<file path="config.mk">
export PLATFORM = sky130hd
export DESIGN_NAME = hw_stack_flat
export DESIGN_NICKNAME = d
export VERILOG_FILES = /design/src/rtl/hw_stack_if.sv /design/src/rtl/hw_stack.sv /design/src/flat_wrapper.sv
export SDC_FILE = /design/constraint.sdc
export NUM_CORES = 1
export LEC_CHECK = 0
export CORE_AREA = 2 2 136 138
export DETAILED_ROUTE_END_ITERATION = 10
export DIE_AREA = 0 0 138 140
export GPL_TIMING_DRIVEN = 0
export MAX_ROUTING_LAYER = met4
export PLACE_DENSITY = 0.86
export RECOVER_POWER = 50
export SETUP_SLACK_MARGIN = 0.2
export SKIP_CTS_REPAIR_TIMING = 1
export SLEW_MARGIN = 20
export SYNTH_ARGS = -nofsm -noshare
export SYNTH_HDL_FRONTEND = slang
export SYNTH_SLANG_ARGS = --single-unit
</file>
<file path="constraint.sdc">
create_clock -name clk -period 3.6 [get_ports clk]
set_input_delay 0.72 -clock clk [delete_from_list [all_inputs] [get_ports clk]]
set_output_delay 0.72 -clock clk [all_outputs]
set_load 0.05 [all_outputs]
</file>
<file path="src/rtl/hw_stack_if.sv">
// Push/pop handshake and status bundle for hw_stack.
// The parameters here must match those of the hw_stack instance it connects to.
interface hw_stack_if #(
    parameter int unsigned WIDTH = 16,
    parameter int unsigned DEPTH = 16
);
    localparam int unsigned CW = $clog2(DEPTH + 1);

    logic             push;
    logic             pop;
    logic             clr_err;
    logic [WIDTH-1:0] data_in;
    logic [WIDTH-1:0] data_out;
    logic [CW-1:0]    count;
    logic             empty;
    logic             full;
    logic             overflow;
    logic             underflow;

    modport master (
        output push, pop, clr_err, data_in,
        input  data_out, count, empty, full, overflow, underflow
    );

    modport slave (
        input  push, pop, clr_err, data_in,
        output data_out, count, empty, full, overflow, underflow
    );
endinterface

</file>
<file path="src/rtl/hw_stack.sv">
// Parametrised LIFO stack with an internal stack pointer and sticky overflow/underflow flags.
// The top of the stack is read combinationally, so a pushed word is visible on the next cycle.
module hw_stack #(
    parameter int unsigned WIDTH = 16,
    parameter int unsigned DEPTH = 16
) (
    input logic         clk,
    input logic         reset_n,
    hw_stack_if.slave   bus
);
    localparam int unsigned CW = $clog2(DEPTH + 1);
    localparam int unsigned AW = $clog2(DEPTH);

    logic [WIDTH-1:0] mem [DEPTH];

    logic [CW-1:0]    count_q, count_d;
    logic             ovf_q, ovf_d;
    logic             unf_q, unf_d;
    logic             empty, full;
    logic             wr_en;
    logic [AW-1:0]    wr_idx;
    logic [AW-1:0]    top_idx;
    logic             ovf_set, unf_set;

    assign empty   = (count_q == '0);
    assign full    = (count_q == CW'(DEPTH));
    assign top_idx = AW'(count_q - CW'(1));

    always_comb begin
        count_d = count_q;
        wr_en   = 1'b0;
        wr_idx  = AW'(count_q);
        ovf_set = 1'b0;
        unf_set = 1'b0;
        case ({bus.push, bus.pop})
            2'b10: begin
                if (full) begin
                    ovf_set = 1'b1;
                end else begin
                    wr_en   = 1'b1;
                    count_d = count_q + CW'(1);
                end
            end
            2'b01: begin
                if (empty) unf_set = 1'b1;
                else       count_d = count_q - CW'(1);
            end
            2'b11: begin
                wr_en = 1'b1;
                if (empty) begin
                    // Pop has nothing to remove, so the push still lands in slot 0.
                    wr_idx  = '0;
                    count_d = CW'(1);
                    unf_set = 1'b1;
                end else begin
                    wr_idx = top_idx;
                end
            end
            default: ;
        endcase
        // A new error in the same cycle as clr_err leaves the flag set.
        ovf_d = ovf_set | (ovf_q & ~bus.clr_err);
        unf_d = unf_set | (unf_q & ~bus.clr_err);
    end

    always_ff @(posedge clk or negedge reset_n) begin
        if (!reset_n) begin
            count_q <= '0;
            ovf_q   <= 1'b0;
            unf_q   <= 1'b0;
        end else begin
            count_q <= count_d;
            ovf_q   <= ovf_d;
            unf_q   <= unf_d;
        end
    end

    always_ff @(posedge clk) begin
        if (wr_en) mem[wr_idx] <= bus.data_in;
    end

    assign bus.data_out  = empty ? '0 : mem[top_idx];
    assign bus.count     = count_q;
    assign bus.empty     = empty;
    assign bus.full      = full;
    assign bus.overflow  = ovf_q;
    assign bus.underflow = unf_q;
endmodule

</file>
<file path="src/flat_wrapper.sv">
// flat-port wrapper written by rule: the top's interface ports become plain ports
module hw_stack_flat 
#(
    parameter int unsigned WIDTH = 16,
    parameter int unsigned DEPTH = 16
)
  (clk, reset_n, bus_push, bus_pop, bus_clr_err, bus_data_in, bus_data_out, bus_count, bus_empty, bus_full, bus_overflow, bus_underflow);
  hw_stack_if #(.WIDTH(WIDTH), .DEPTH(DEPTH)) bus_i ();
  input logic clk;
  input logic reset_n;
  input wire logic [$bits(bus_i.push)-1:0] bus_push;
  input wire logic [$bits(bus_i.pop)-1:0] bus_pop;
  input wire logic [$bits(bus_i.clr_err)-1:0] bus_clr_err;
  input wire logic [$bits(bus_i.data_in)-1:0] bus_data_in;
  output wire logic [$bits(bus_i.data_out)-1:0] bus_data_out;
  output wire logic [$bits(bus_i.count)-1:0] bus_count;
  output wire logic [$bits(bus_i.empty)-1:0] bus_empty;
  output wire logic [$bits(bus_i.full)-1:0] bus_full;
  output wire logic [$bits(bus_i.overflow)-1:0] bus_overflow;
  output wire logic [$bits(bus_i.underflow)-1:0] bus_underflow;
  assign bus_i.push = bus_push;
  assign bus_i.pop = bus_pop;
  assign bus_i.clr_err = bus_clr_err;
  assign bus_i.data_in = bus_data_in;
  assign bus_data_out = bus_i.data_out;
  assign bus_count = bus_i.count;
  assign bus_empty = bus_i.empty;
  assign bus_full = bus_i.full;
  assign bus_overflow = bus_i.overflow;
  assign bus_underflow = bus_i.underflow;
  hw_stack #(.WIDTH(WIDTH), .DEPTH(DEPTH)) u_core (.clk(clk), .reset_n(reset_n), .bus(bus_i));
endmodule
</file>
==> results of run 1 <==
-- how the worst min path moves through the flow --
stage | startpoint | endpoint | cells after the start
3_5_place_dp | u_core.bus.underflow | u_core.bus.underflow | 1
2_1_floorplan | reset_n | u_core.bus.count[0] | 0
6_report | u_core.bus.overflow | u_core.bus.overflow | 1
4_1_cts | reset_n | u_core.bus.count[4] | 1
5_1_grt | u_core.bus.overflow | u_core.bus.overflow | 1
3_3_place_gp | u_core.bus.overflow | u_core.bus.overflow | 1
-- cells in the mapped netlist, types with 2 or more instances --
| master | n |
|---|---|
| clkbuf_1 | 11 |
| o31a_1 | 2 |
| o22ai_1 | 17 |
| mux4_2 | 64 |
| and3b_1 | 2 |
| a21oi_1 | 3 |
| a22o_1 | 2 |
| a211oi_1 | 2 |
| a32oi_1 | 2 |
| buf_2 | 13 |
| nand3_1 | 2 |
| a21boi_0 | 2 |
| mux2i_1 | 34 |
| edfxtp_1 | 256 |
| nand2b_1 | 2 |
| buf_4 | 4 |
| nor3_1 | 4 |
| dfrtp_1 | 7 |
| o2111ai_1 | 2 |
| inv_1 | 7 |
| o21ai_0 | 3 |
| nand2_1 | 7 |
| nor2_1 | 21 |
| a31oi_1 | 2 |
| ha_1 | 3 |
-- flip-flops by register name, summed over array words and instances (netlist names) --
register / cells
u_core.bus.count: 5
u_core.bus.overflow: 1
u_core.bus.underflow: 1
u_core.mem: 256
-- cells by family (layout without fill, tap and decap cells) --
group,Yosys count,count (layout),synth area share [%]
AOI/OAI and AO/OA,45,45,3.01
xor gates and xnor gates,1,1,0.0836
adders and majority gates,3,3,0.358
buffers and inverters,36,156,1.59
DFF,263,263,75.1
muxes,100,100,17.4
and+or+nand+nor,51,51,2.51
-- per-layer routing --
metal  vias to the layer above  share of wire, %  GRT usage (%)
met5                         -                 0              -
met4                         0               2.8           8.16
met3                        66               7.9           4.24
met2                       408                53           41.2
met1                      2975                36           32.5
li1                       2307                 -              -
-- layout make-up --
class	instances	area [sq um]	share of cell area [%]
Tap cell	229	287	2.18
Buffer	28	358	2.73
Sequential cell	263	7870	59.9
Timing Repair Buffer	77	870	6.62
Clock buffer	30	687	5.23
Multi-Input combinational cell	200	2940	22.4
Clock inverter	13	95.1	0.724
Inverter	8	33.8	0.257
-- through the flow --
step / util, % / cells / TNS (ps) / hold WS [ps] / cell area (sq um)
6_report: 73.8 / 848 / -108 / 514 / 13100
5_1_grt: 73.8 / 848 / -293 / 536 / 13100
3_3_place_gp: 63.9 / 773 / -134610 / 478 / 11400
2_1_floorplan: - / 499 / 0 / 424 / 10600
3_5_place_dp: 65.3 / 789 / -23010 / 510 / 11600
4_1_cts: 69.7 / 832 / -41630 / 471 / 12400
==> flow_metrics.env, run 1 <==
export IMPL_clock_skew_ps=17.8
export IMPL_max_stage_delay_ps=450
export IMPL_timing_rr_end="u_core.mem[5][7]"
export IMPL_rsz0062_at_grt="yes"
export IMPL_r2r_slack_ps=280
export IMPL_worstReg2RegStart="u_core.bus.count[0]"
export IMPL_arrival_ps=2930
export IMPL_start_util_pct=58.9
export IMPL_drt_iter0_drc=569
export IMPL_hold_viol=0
export IMPL_wl_per_cell_um=31.5
export IMPL_area_growth_synth_to_final_pct=25.4
export IMPL_grt_usage_pct=25.0
export IMPL_clockBufferDepth=3
export IMPL_final_cell_mix="256 x edfxtp_1, 64 x mux4_2, 31 x clkbuf_16"
export IMPL_hp_class="flip-flop to flip-flop"
export IMPL_yosysTopAreaCellShare_pct=73.4
export IMPL_synthesis_nets=523
export IMPL_clock_sinks=263
export IMPL_pre_cts_ws_ps=-1130
export IMPL_reg2reg_depth=10
export IMPL_clk_pin_slew_ps=60
export IMPL_outcome="finished, violations left"
export IMPL_finalSetupViolCount=5
export IMPL_io_buffers=45
export IMPL_avgSynthCellArea_sq_um=21.0
export IMPL_layout_drive_gt1_share_pct=39.6
export IMPL_coreArea_sq_um=17800
export IMPL_antenna_found_initial=0
export IMPL_cts_tree="done"
export IMPL_crit_required_ps=2880
export IMPL_yosysWarnings=0
export IMPL_rows=49
export IMPL_routed_wl_mm=26.7
export IMPL_period_minus_slack_ps=3650
export IMPL_dpl_hpwl_mm=14.7
export IMPL_fin_ws_ps=-54.7
export IMPL_maxSlewHeadroom_pct=48.7
export IMPL_n_antenna_cell=0
export IMPL_async_flop_share_pct=2.66
export IMPL_grt_pass1_wl_mm=34.7
export IMPL_htree_levels=1
export IMPL_cp_max_fo=6
export IMPL_drc=0
export IMPL_postRouteAntennaNets=0
export IMPL_fin_nets=628
export IMPL_crit_top_cell="buf_12"
export IMPL_synthesis_area_sq_um=10500
export IMPL_drt_first_pass_iters=5
export IMPL_synth_edf_count=256
export IMPL_final_max_slew_viol_count=0
export IMPL_path_cells="buf_12, buf_8, clkinvlp_4, ha_4, clkbuf_16, buf_12, mux4_2, mux2i_2, o22ai_2, buf_6"
export IMPL_ys_types=50
export IMPL_synth_seq_cells=263
export IMPL_cap_violations=0
export IMPL_clk_latency_ps=530
export IMPL_final_common_cell="edfxtp_1"
export IMPL_grt_pass1_vias=5742
export IMPL_final_period_utilization_pct=102
export IMPL_overflow=0
export IMPL_timing_critical_path_buf_inv=6
export IMPL_die_h_um=140
export IMPL_critPathCapture="bus_data_out[6]"
export IMPL_cp_slowest_cell="dfrtp_2"
export IMPL_synth_area_leaders="edfxtp_1 73%, mux4_2 14%, mux2i_1 3.2%, dfrtp_1 1.7%, o22ai_1 1.0%"
export IMPL_numCtsBuffers=26
export IMPL_yosys_area_top_type="edfxtp_1"
export IMPL_critPathLaunch="u_core.bus.count[0]"
export IMPL_yosysSeqAreaShare_pct=75.1
export IMPL_die_x_um=138
export IMPL_grt_max_degree=17
export IMPL_vias_per_cell=6.79
export IMPL_crit_path_end_kind="primary output"
export IMPL_die_area_sq_um=19300
export IMPL_clockRootBuffer="clkbuf_16"
export IMPL_critical_path_top_delay_family="buffers and inverters"
export IMPL_cp_start_kind="flip-flop"
export IMPL_synth_cells=499
export IMPL_worst_pin_slew_ps=766
export IMPL_top_level_ports=46
export IMPL_violations="setup timing"
export IMPL_path_class="flip-flop to primary output"
export IMPL_synthFlopType="edfxtp_1"
export IMPL_vias=5756
export IMPL_place_congestion=0.887
export IMPL_fmax_mhz=274
export IMPL_path_depth=10
export IMPL_fillers=933
Power of run 1 is not shown: default switching activity piles up to over one toggle a cycle in this logic, so the estimate is an artifact.
==> inputs of run 2 (changes only) <==
--- a/config.mk
+++ b/config.mk
@@ -18,3 +18,4 @@
 export SYNTH_ARGS = -nofsm -noshare
 export SYNTH_HDL_FRONTEND = slang
 export SYNTH_SLANG_ARGS = --single-unit
+export TNS_END_PERCENT = 5
==> run 2 against run 1 <==
The run still ends with setup timing left. Register-to-register slack about the same. Sequential cell count unchanged. Maximum frequency down 0.41%. Global-route usage unchanged. Final cell count unchanged. Critical path depth unchanged. Clock-buffer cell count unchanged.
==> flow_metrics.env, run 2 (same netlist as run 1, synthesis figures left out) <==
export IMPL_outcome="finished, violations left"
export IMPL_violations="setup timing"
export IMPL_grtUsageMet1_pct=32.5
export IMPL_clk_latency_ps=520
export IMPL_finalSetupViolCount=7
export IMPL_final_common_cell="edfxtp_1"
export IMPL_place_congestion=0.887
export IMPL_antenna_found_initial=0
export IMPL_placedInstanceArea_sq_um=11600
export IMPL_r2r_slack_ps=290
export IMPL_die_h_um=140
export IMPL_grt_pass1_vias=5742
export IMPL_fin_ws_ps=-69.7
export IMPL_critPathCapture="bus_data_out[6]"
export IMPL_cap_violations=0
export IMPL_grt_max_degree=17
export IMPL_multi_input_area_sq_um=2940
export IMPL_layout_drive_gt1_share_pct=39.4
export IMPL_fillers=935
export IMPL_routed_wl_mm=26.6
export IMPL_grt_usage_pct=25.0
export IMPL_fin_nets=628
export IMPL_overflow=0
export IMPL_largest_reg_flops=256
export IMPL_stdcell_area_sq_um=13100
export IMPL_rows=49
export IMPL_clk_pin_slew_ps=60
export IMPL_htree_levels=1
export IMPL_drt_first_pass_iters=6
export IMPL_worst_pin_slew_ps=762
export IMPL_timing_rr_end="u_core.mem[5][7]"
export IMPL_drc=0
export IMPL_vias_per_cell=6.79
export IMPL_n_antenna_cell=0
export IMPL_clock_sinks=263
export IMPL_die_area_sq_um=19300
export IMPL_cp_start_kind="flip-flop"
export IMPL_numCtsBuffers=26
export IMPL_wl_per_cell_um=31.4
export IMPL_clock_skew_ps=12.5
export IMPL_start_util_pct=58.9
export IMPL_rsz0062_at_grt="yes"
export IMPL_arrival_ps=2950
export IMPL_io_buffers=45
export IMPL_met2_usage_pct=41.2
export IMPL_vias=5758
export IMPL_cp_max_fo=6
export IMPL_hp_class="flip-flop to flip-flop"
export IMPL_final_cell_mix="256 x edfxtp_1, 64 x mux4_2, 31 x clkbuf_16"
export IMPL_seq_area_sq_um=7870
export IMPL_critPathLaunch="u_core.bus.count[0]"
export IMPL_path_class="flip-flop to primary output"
export IMPL_final_max_slew_viol_count=0
export IMPL_crit_path_end_kind="primary output"
export IMPL_drt_iter0_drc=624
export IMPL_postRouteAntennaNets=0
export IMPL_cts_tree="done"
export IMPL_hold_viol=0
export IMPL_top_level_ports=46
export IMPL_busiest_layer="met2"
export IMPL_crit_required_ps=2880
export IMPL_period_minus_slack_ps=3670
export IMPL_top_register="u_core.mem"
export IMPL_die_x_um=138
export IMPL_fmax_mhz=273
export IMPL_clockRootBuffer="clkbuf_16"
export IMPL_grt_pass1_wl_mm=34.7
export IMPL_final_period_utilization_pct=102
export IMPL_worstReg2RegStart="u_core.bus.count[0]"
export IMPL_maxSlewHeadroom_pct=49.0
export IMPL_clockBufferDepth=3
export IMPL_dpl_hpwl_mm=14.7
export IMPL_met3_usage_pct=4.24
export IMPL_coreArea_sq_um=17800
export IMPL_area_growth_synth_to_final_pct=25.4
export IMPL_reg2reg_depth=10
==> run 2: cell types whose count changed in the layout (fill, tap and decap cells not counted), sizes merged <==
cell          change
clkbuf            -1
dlymetal6s2s      +1
==> run 2: worst max-delay path, cell delays in order (launching register included) <==
cell        delay [ps]
dfrtp_2            450
buf_12             130
buf_8              110
clkinvlp_4         140
ha_4               340
clkbuf_16          170
buf_12             120
mux4_2             330
mux2i_2            270
o22ai_2            170
buf_6              180
==> run 2: area by class of cell <==
cell class	count	area share, %
clock buffers	30	5.23
inverters	8	0.257
plain buffers	28	2.72
flip-flops and latches	263	59.9
clock inverters	13	0.724
multi-input cells	200	22.3
repair buffers	77	6.65
well taps	229	2.18
==> run 2: through the flow <==
step                setup slack, ps  TNS (ps)  utilization (%)  cells  hold slack [ps]
global placement               -967   -134610             63.9    773              478
floorplan                       156         0                -    499              424
CTS                           -1740    -41630             69.7    832              471
detailed placement            -1130    -23010             65.3    789              510
global route                  -69.0      -315             73.9    848              536
finish                        -69.7      -152             73.9    848              515
==> run 2: metal layers <==
| metal | vias up | wire length, um |
|---|---|---|
| met3 | 65 | 1880 |
| li1 | 2307 | - |
| met4 | 0 | 786 |
| met1 | 2986 | 9990 |
| met5 | - | 0 |
| met2 | 400 | 14000 |
==> run 2: how the worst min path moves through the flow <==
stage          cells past startpoint              endpoint  slack (ps)                 start
3_5_place_dp                       1  u_core.bus.underflow         510  u_core.bus.underflow
4_1_cts                            1   u_core.bus.count[4]         470               reset_n
6_report                           1   u_core.bus.overflow         510   u_core.bus.overflow
5_1_grt                            1   u_core.bus.overflow         540   u_core.bus.overflow
3_3_place_gp                       1   u_core.bus.overflow         480   u_core.bus.overflow
2_1_floorplan                      0   u_core.bus.count[0]         420               reset_n
Power of run 2 is left out for the same reason.
